<file path="src/rtl/riscv_intc_pkg.sv">
// rtl/riscv_intc_pkg.sv - shared interrupt controller types, widths and encoder
// The gateway and the controller both use prio_enc so cause codes always agree.
package riscv_intc_pkg;

  localparam int NUMINT   = 16;
  localparam int INT_ID_W = $clog2(NUMINT);

  typedef enum logic {
    TRIG_LEVEL = 1'b0,
    TRIG_EDGE  = 1'b1
  } trig_mode_e;

  // Lowest set index wins; returns 0 for an all-zero vector.
  function automatic logic [INT_ID_W-1:0] prio_enc(input logic [NUMINT-1:0] v);
    prio_enc = '0;
    for (int i = NUMINT - 1; i >= 0; i--) begin
      if (v[i]) prio_enc = INT_ID_W'(i);
    end
  endfunction

endpackage

</file>
<file path="src/rtl/riscv_irq_gateway_if.sv">
// rtl/riscv_irq_gateway_if.sv - interrupt lines and claim/complete handshake bundle
// master drives raw lines and software pulses; slave is the gateway.
interface riscv_irq_gateway_if #(
  parameter int NUMINT   = riscv_intc_pkg::NUMINT,
  parameter int INT_ID_W = riscv_intc_pkg::INT_ID_W
);

  logic [NUMINT-1:0]   irq_raw_i;
  logic [NUMINT-1:0]   trig_edge_i;
  logic [NUMINT-1:0]   en_mask_i;
  logic [NUMINT-1:0]   ext_int_o;
  logic                claim_valid_o;
  logic [INT_ID_W-1:0] claim_id_o;
  logic                claim_i;
  logic                complete_i;
  logic [INT_ID_W-1:0] complete_id_i;
  logic [NUMINT-1:0]   in_service_o;

  modport master (
    output irq_raw_i, trig_edge_i, en_mask_i, claim_i, complete_i, complete_id_i,
    input  ext_int_o, claim_valid_o, claim_id_o, in_service_o
  );

  modport slave (
    input  irq_raw_i, trig_edge_i, en_mask_i, claim_i, complete_i, complete_id_i,
    output ext_int_o, claim_valid_o, claim_id_o, in_service_o
  );

endinterface

</file>
<file path="src/rtl/riscv_sync_ff.sv">
// rtl/riscv_sync_ff.sv - multi-stage flip-flop synchroniser for asynchronous inputs
module riscv_sync_ff #(
  parameter int WIDTH  = 1,
  parameter int STAGES = 2
) (
  input  logic             clk_i,
  input  logic             rst_i,
  input  logic [WIDTH-1:0] d_i,
  output logic [WIDTH-1:0] q_i
);

  logic [STAGES-1:0][WIDTH-1:0] stage_q;

  always_ff @(posedge clk_i) begin
    if (rst_i) begin
      stage_q <= '0;
    end else begin
      stage_q[0] <= d_i;
      for (int s = 1; s < STAGES; s++) begin
        stage_q[s] <= stage_q[s-1];
      end
    end
  end

  assign q_i = stage_q[STAGES-1];

endmodule

</file>
<file path="src/rtl/riscv_irq_gateway.sv">
// rtl/riscv_irq_gateway.sv - external interrupt gateway: sync, trigger, mask, claim/complete
// Outputs depend only on registers and en_mask_i; claim/complete act at the clock edge.
module riscv_irq_gateway #(
  parameter int NUMINT      = riscv_intc_pkg::NUMINT,
  parameter int SYNC_STAGES = 2
) (
  input logic                 clk_i,
  input logic                 rst_i,
  riscv_irq_gateway_if.slave  bus
);

  import riscv_intc_pkg::*;

  logic [NUMINT-1:0] sync_q;
  logic [NUMINT-1:0] prev_sync_q;
  logic [NUMINT-1:0] rise;
  logic [NUMINT-1:0] pending_q;
  logic [NUMINT-1:0] pending_d;
  logic [NUMINT-1:0] in_service_q;
  logic [NUMINT-1:0] in_service_d;
  logic [NUMINT-1:0] ext_int;
  logic [NUMINT-1:0] claim_oh;
  logic [NUMINT-1:0] complete_oh;
  logic              claim_fire;

  riscv_sync_ff #(
    .WIDTH  (NUMINT),
    .STAGES (SYNC_STAGES)
  ) u_sync (
    .clk_i (clk_i),
    .rst_i (rst_i),
    .d_i   (bus.irq_raw_i),
    .q_i   (sync_q)
  );

  assign rise       = sync_q & ~prev_sync_q;
  assign ext_int    = pending_q & bus.en_mask_i & ~in_service_q;
  assign claim_fire = bus.claim_i & (|ext_int);

  always_comb begin
    claim_oh    = '0;
    complete_oh = '0;
    if (claim_fire) begin
      claim_oh[bus.claim_id_o] = 1'b1;
    end
    if (bus.complete_i && (32'(bus.complete_id_i) < NUMINT)) begin
      complete_oh[bus.complete_id_i] = 1'b1;
    end
  end

  always_comb begin
    pending_d = '0;
    for (int i = 0; i < NUMINT; i++) begin
      if (trig_mode_e'(bus.trig_edge_i[i]) == TRIG_EDGE) begin
        // A fresh edge beats a coincident claim so it is not lost.
        pending_d[i] = rise[i] | (pending_q[i] & ~claim_oh[i]);
      end else if (in_service_q[i] || claim_oh[i]) begin
        pending_d[i] = pending_q[i] & ~claim_oh[i];
      end else begin
        pending_d[i] = sync_q[i];
      end
    end
    // Complete wins over a same-id claim.
    in_service_d = (in_service_q | claim_oh) & ~complete_oh;
  end

  always_ff @(posedge clk_i) begin
    if (rst_i) begin
      prev_sync_q  <= '0;
      pending_q    <= '0;
      in_service_q <= '0;
    end else begin
      prev_sync_q  <= sync_q;
      pending_q    <= pending_d;
      in_service_q <= in_service_d;
    end
  end

  assign bus.ext_int_o     = ext_int;
  assign bus.claim_valid_o = |ext_int;
  assign bus.claim_id_o    = prio_enc(ext_int);
  assign bus.in_service_o  = in_service_q;

endmodule
</file>
<file path="src/flat_wrapper.sv">
// flat-port wrapper written by rule: the top's interface ports become plain ports
module riscv_irq_gateway_flat import riscv_intc_pkg::*;
#(
  parameter int NUMINT      = riscv_intc_pkg::NUMINT,
  parameter int SYNC_STAGES = 2
)
  (clk_i, rst_i, bus_irq_raw_i, bus_trig_edge_i, bus_en_mask_i, bus_claim_i, bus_complete_i, bus_complete_id_i, bus_ext_int_o, bus_claim_valid_o, bus_claim_id_o, bus_in_service_o);
  riscv_irq_gateway_if #(.NUMINT(NUMINT)) bus_i ();
  input logic clk_i;
  input logic rst_i;
  input wire logic [$bits(bus_i.irq_raw_i)-1:0] bus_irq_raw_i;
  input wire logic [$bits(bus_i.trig_edge_i)-1:0] bus_trig_edge_i;
  input wire logic [$bits(bus_i.en_mask_i)-1:0] bus_en_mask_i;
  input wire logic [$bits(bus_i.claim_i)-1:0] bus_claim_i;
  input wire logic [$bits(bus_i.complete_i)-1:0] bus_complete_i;
  input wire logic [$bits(bus_i.complete_id_i)-1:0] bus_complete_id_i;
  output wire logic [$bits(bus_i.ext_int_o)-1:0] bus_ext_int_o;
  output wire logic [$bits(bus_i.claim_valid_o)-1:0] bus_claim_valid_o;
  output wire logic [$bits(bus_i.claim_id_o)-1:0] bus_claim_id_o;
  output wire logic [$bits(bus_i.in_service_o)-1:0] bus_in_service_o;
  assign bus_i.irq_raw_i = bus_irq_raw_i;
  assign bus_i.trig_edge_i = bus_trig_edge_i;
  assign bus_i.en_mask_i = bus_en_mask_i;
  assign bus_i.claim_i = bus_claim_i;
  assign bus_i.complete_i = bus_complete_i;
  assign bus_i.complete_id_i = bus_complete_id_i;
  assign bus_ext_int_o = bus_i.ext_int_o;
  assign bus_claim_valid_o = bus_i.claim_valid_o;
  assign bus_claim_id_o = bus_i.claim_id_o;
  assign bus_in_service_o = bus_i.in_service_o;
  riscv_irq_gateway #(.NUMINT(NUMINT), .SYNC_STAGES(SYNC_STAGES)) u_core (.clk_i(clk_i), .rst_i(rst_i), .bus(bus_i));
endmodule
</file>
<file path="config.mk">
export PLATFORM = sky130hd
export DESIGN_NAME = riscv_irq_gateway_flat
export DESIGN_NICKNAME = d
export VERILOG_FILES = /design/src/rtl/riscv_intc_pkg.sv /design/src/rtl/riscv_irq_gateway_if.sv /design/src/rtl/riscv_sync_ff.sv /design/src/rtl/riscv_irq_gateway.sv /design/src/flat_wrapper.sv
export SDC_FILE = /design/constraint.sdc
export NUM_CORES = 1
export LEC_CHECK = 0
export BUFFER_PORTS_ARGS = -buffer_cell sky130_fd_sc_hd__buf_2
export CAP_MARGIN = 10
export CORE_MARGIN = 2
export CORE_UTILIZATION = 35
export DETAILED_ROUTE_END_ITERATION = 16
export PLACE_DENSITY = 0.6
export SLEW_MARGIN = 20
export SYNTH_ARGS = -nofsm -noshare
export SYNTH_HDL_FRONTEND = slang
export SYNTH_SLANG_ARGS = --single-unit
</file>
<file path="constraint.sdc">
create_clock -name clk_i -period 2.6 [get_ports clk_i]
set_input_delay 0.26 -clock clk_i [delete_from_list [all_inputs] [get_ports clk_i]]
set_output_delay 0.26 -clock clk_i [all_outputs]
set_load 0.005 [all_outputs]
</file>
==> impl_metrics.yaml <==
outcome:
  outcome: "complete, no violations"
power:
  total_power_mw: 2.654
  cellLeakagePower_nw: 1.876
  ir_worst_vdd_v: 0.0002802
  power_density_nw_per_um2: 635.5
final_layout:
  nFillCells: 946
  final_util_pct: 45.20
  antenna_cells: 0
  fin_area_um2: 4177
  nets: 511
  syn2layout_area_growth_pct: 25.58
  drive_gt1_share_pct: 27.39
  layout.cells.non_filler: 589
floorplanning:
  die_w_um: 101.5
  rows: 35
  die_y_um: 101.5
  dieArea_um2: 10300
  initial_core_util_pct: 35.99
  core_um2: 9240
  ioPinCount: 93
global_route:
  grt_max_degree: 38
  grt_usage_pct: 17.20
  grt_first_pass_wirelength_mm: 13.43
  grt_antenna_before_repair: 0
  overflow: 0
  grt_pass1_vias: 2702
clocking:
  cts_sinks: 80
  cts_resized: 0
  cts_root_buf: "clkbuf_8"
  cts_tree: "built"
  ctsHoldBuffers: 0
  post_cts_buffers: 0
  cts.path.max_buffers: 2
  numCtsBuffers: 9
  clk_latency_ps: 360
  htreeDepth: 3
  path_clk_slew_ps: 80
placement:
  place.gp.congestion: 0.9201
  numPortBuffers: 92
  place_area_um2: 3941
  dp_cells: 573
  hpwl_mm: 6.615
  pre_cts_ws_ps: 285.4
sta:
  relSlewSlack_pct: 46.47
  max_freq_ghz: 0.4160
  min_period_over_period_pct: 92.47
  worst_slack_ps: 195.9
  hold_viol_final: 0
  rsz0062_at_grt: "no"
  final.setup.tns_ps: 0
  holdWs_ps: 101.8
  skew_ps: 7.951
  tightest_slew_ps: 801.2
  setup_viol: 0
  slew_viol_final: 0
  period_needed_ps: 2404
synth:
  synth_top_area_share_pct: 48.16
  ys_ff_latch: 80
  synth_cell_types: 40
  synth_area_leaders: "dfxtp_1 48%, nor2b_1 11%, nor2_1 3.7%"
  avgSynthCellArea_um2: 9.264
  synth.net_count: 415
  ys_seq_area_share_pct: 48.16
  synthCells: 359
  ys_warn_count: 0
  synthesis.area_um2: 3326
  yosys.area.top_type: "dfxtp_1"
critical_path:
  path_cells: "and3b_2 > a211oi_2 > o31ai_2 > a31oi_2 > nand3_1 > nor4_1 > a221oi_1"
  crit_fanout: 6
  end_kind: "flop"
  cp.arrival_ps: 2610
  r2r_cells: 7
  required_ps: 2800
  cp_slowest_stage_delay_ps: 570
  worstSetupStartpointType: "flop"
  cp_slowest_cell: "nor4_1"
  critical_path_class: "flop to flop"
detailed_routing:
  vias: 2867
  drc: 0
  wl_mm: 8.591
  drt_iter0_markers: 137
  viasPerCell: 4.868
  drtAntennaViolNets: 0
  dr.pass1.iters: 4
  wl_per_cell_um: 14.59
job:
  drv_cap: 0
worst_hold_path:
  hold_depth: 2
  hp-class: "input port to flop"
-- layout make-up --
type                            count  area [µm²]  share of cell area, %
Timing Repair Buffer               94       488.0                  11.68
Clock inverter                      6       107.6                  2.576
Tap cell                          129       161.4                  3.865
Clock buffer                       10       127.6                  3.056
Sequential cell                    80        1602                  38.35
Multi-Input combinational cell    252        1623                  38.86
Inverter                           18       67.56                  1.618
-- state kept, by name, indices dropped and copies added, names as in the netlist --
| signal | flops |
|---|---|
| u_core.bus.in_service_o | 16 |
| u_core.pending_q | 16 |
| u_core.prev_sync_q | 16 |
| u_core.u_sync.q_i | 16 |
| u_core.u_sync.stage_q | 16 |
-- critical path: cells and delay by family, from the launching register on --
family,cells,cell delay [ps]
AND/OR/NAND/NOR,3,1010
flip-flops,1,430
AO/OA/AOI/OAI,4,820
-- cell families (layout without fill, tap and decap cells) --
kind of cell	Yosys count	after routing	synth area share [%]
and+or+nand+nor	154	154	27.09
AOI/OAI and AO/OA	93	93	20.20
DFF	80	80	48.16
buffers and inverters	27	128	3.047
muxes	5	5	1.505
-- synthesized netlist by cell type, drive strengths merged --
| cell | count |
|---|---|
| mux2i | 5 |
| nor2b | 62 |
| nor3b | 1 |
| a311oi | 5 |
| nand2 | 19 |
| nor2 | 35 |
| o31a | 1 |
| nand2b | 1 |
| and3b | 4 |
| nor3 | 4 |
| and3 | 4 |
| a211oi | 5 |
| clkinv | 1 |
| or4 | 1 |
| clkbuf | 9 |
| a221oi | 13 |
| o31ai | 2 |
| nand4 | 2 |
| dfxtp | 80 |
| a32oi | 1 |
| a21oi | 17 |
| a31oi | 8 |
| nand3b | 17 |
| o211ai | 1 |
| inv | 17 |
| o21a | 16 |
| nor4 | 1 |
| o21ai | 24 |
| nand3 | 3 |
-- where the power goes --
| part | internal (mW) | switching, mW |
|---|---|---|
| combinational | 0.125 | 0.156 |
| clock | 0.634 | 0.450 |
| sequential | 1.27 | 0.0204 |
-- worst paths after layout --
| kind | end | slack, ps | from |
|---|---|---|---|
| setup / recovery | u_core.pending_q[7] | 200 | u_core.bus.in_service_o[12] |
| hold / removal | u_core.u_sync.stage_q[0] | 100 | bus_irq_raw_i[0] |
| setup reg to reg | u_core.pending_q[7] | 200 | u_core.bus.in_service_o[12] |
| hold reg to reg | u_core.u_sync.q_i[12] | 440 | u_core.u_sync.stage_q[12] |
-- cell usage in the layout (no fill, tap or decap), types with 2 or more instances in the layout --
cell,instances
nor2b_4,2
buf_2,92
a211oi_2,2
a221oi_1,11
a211oi_1,3
clkinv_2,2
nor2b_1,60
nor2_2,2
a311oi_1,5
nand3_1,2
a21oi_1,17
clkbuf_8,9
nand4_1,2
a221oi_2,2
a31oi_1,7
nand3b_1,15
inv_1,17
nor2_1,33
bufinv_16,3
dfxtp_1,80
o21ai_0,24
and3_1,4
o21a_1,16
and3b_1,3
nand2_1,19
nor3_1,3
mux2i_1,5
-- per-layer routing --
metal  GRT usage, %  wire [µm]  vias to the layer above
met3          4.348        458                       13
met5              0          0                        -
met4          6.861        162                        0
li1               -          -                     1457
met1          22.96       4091                     1328
met2          26.69       3878                       69
Note: power is estimated with default switching activity, not from simulation.
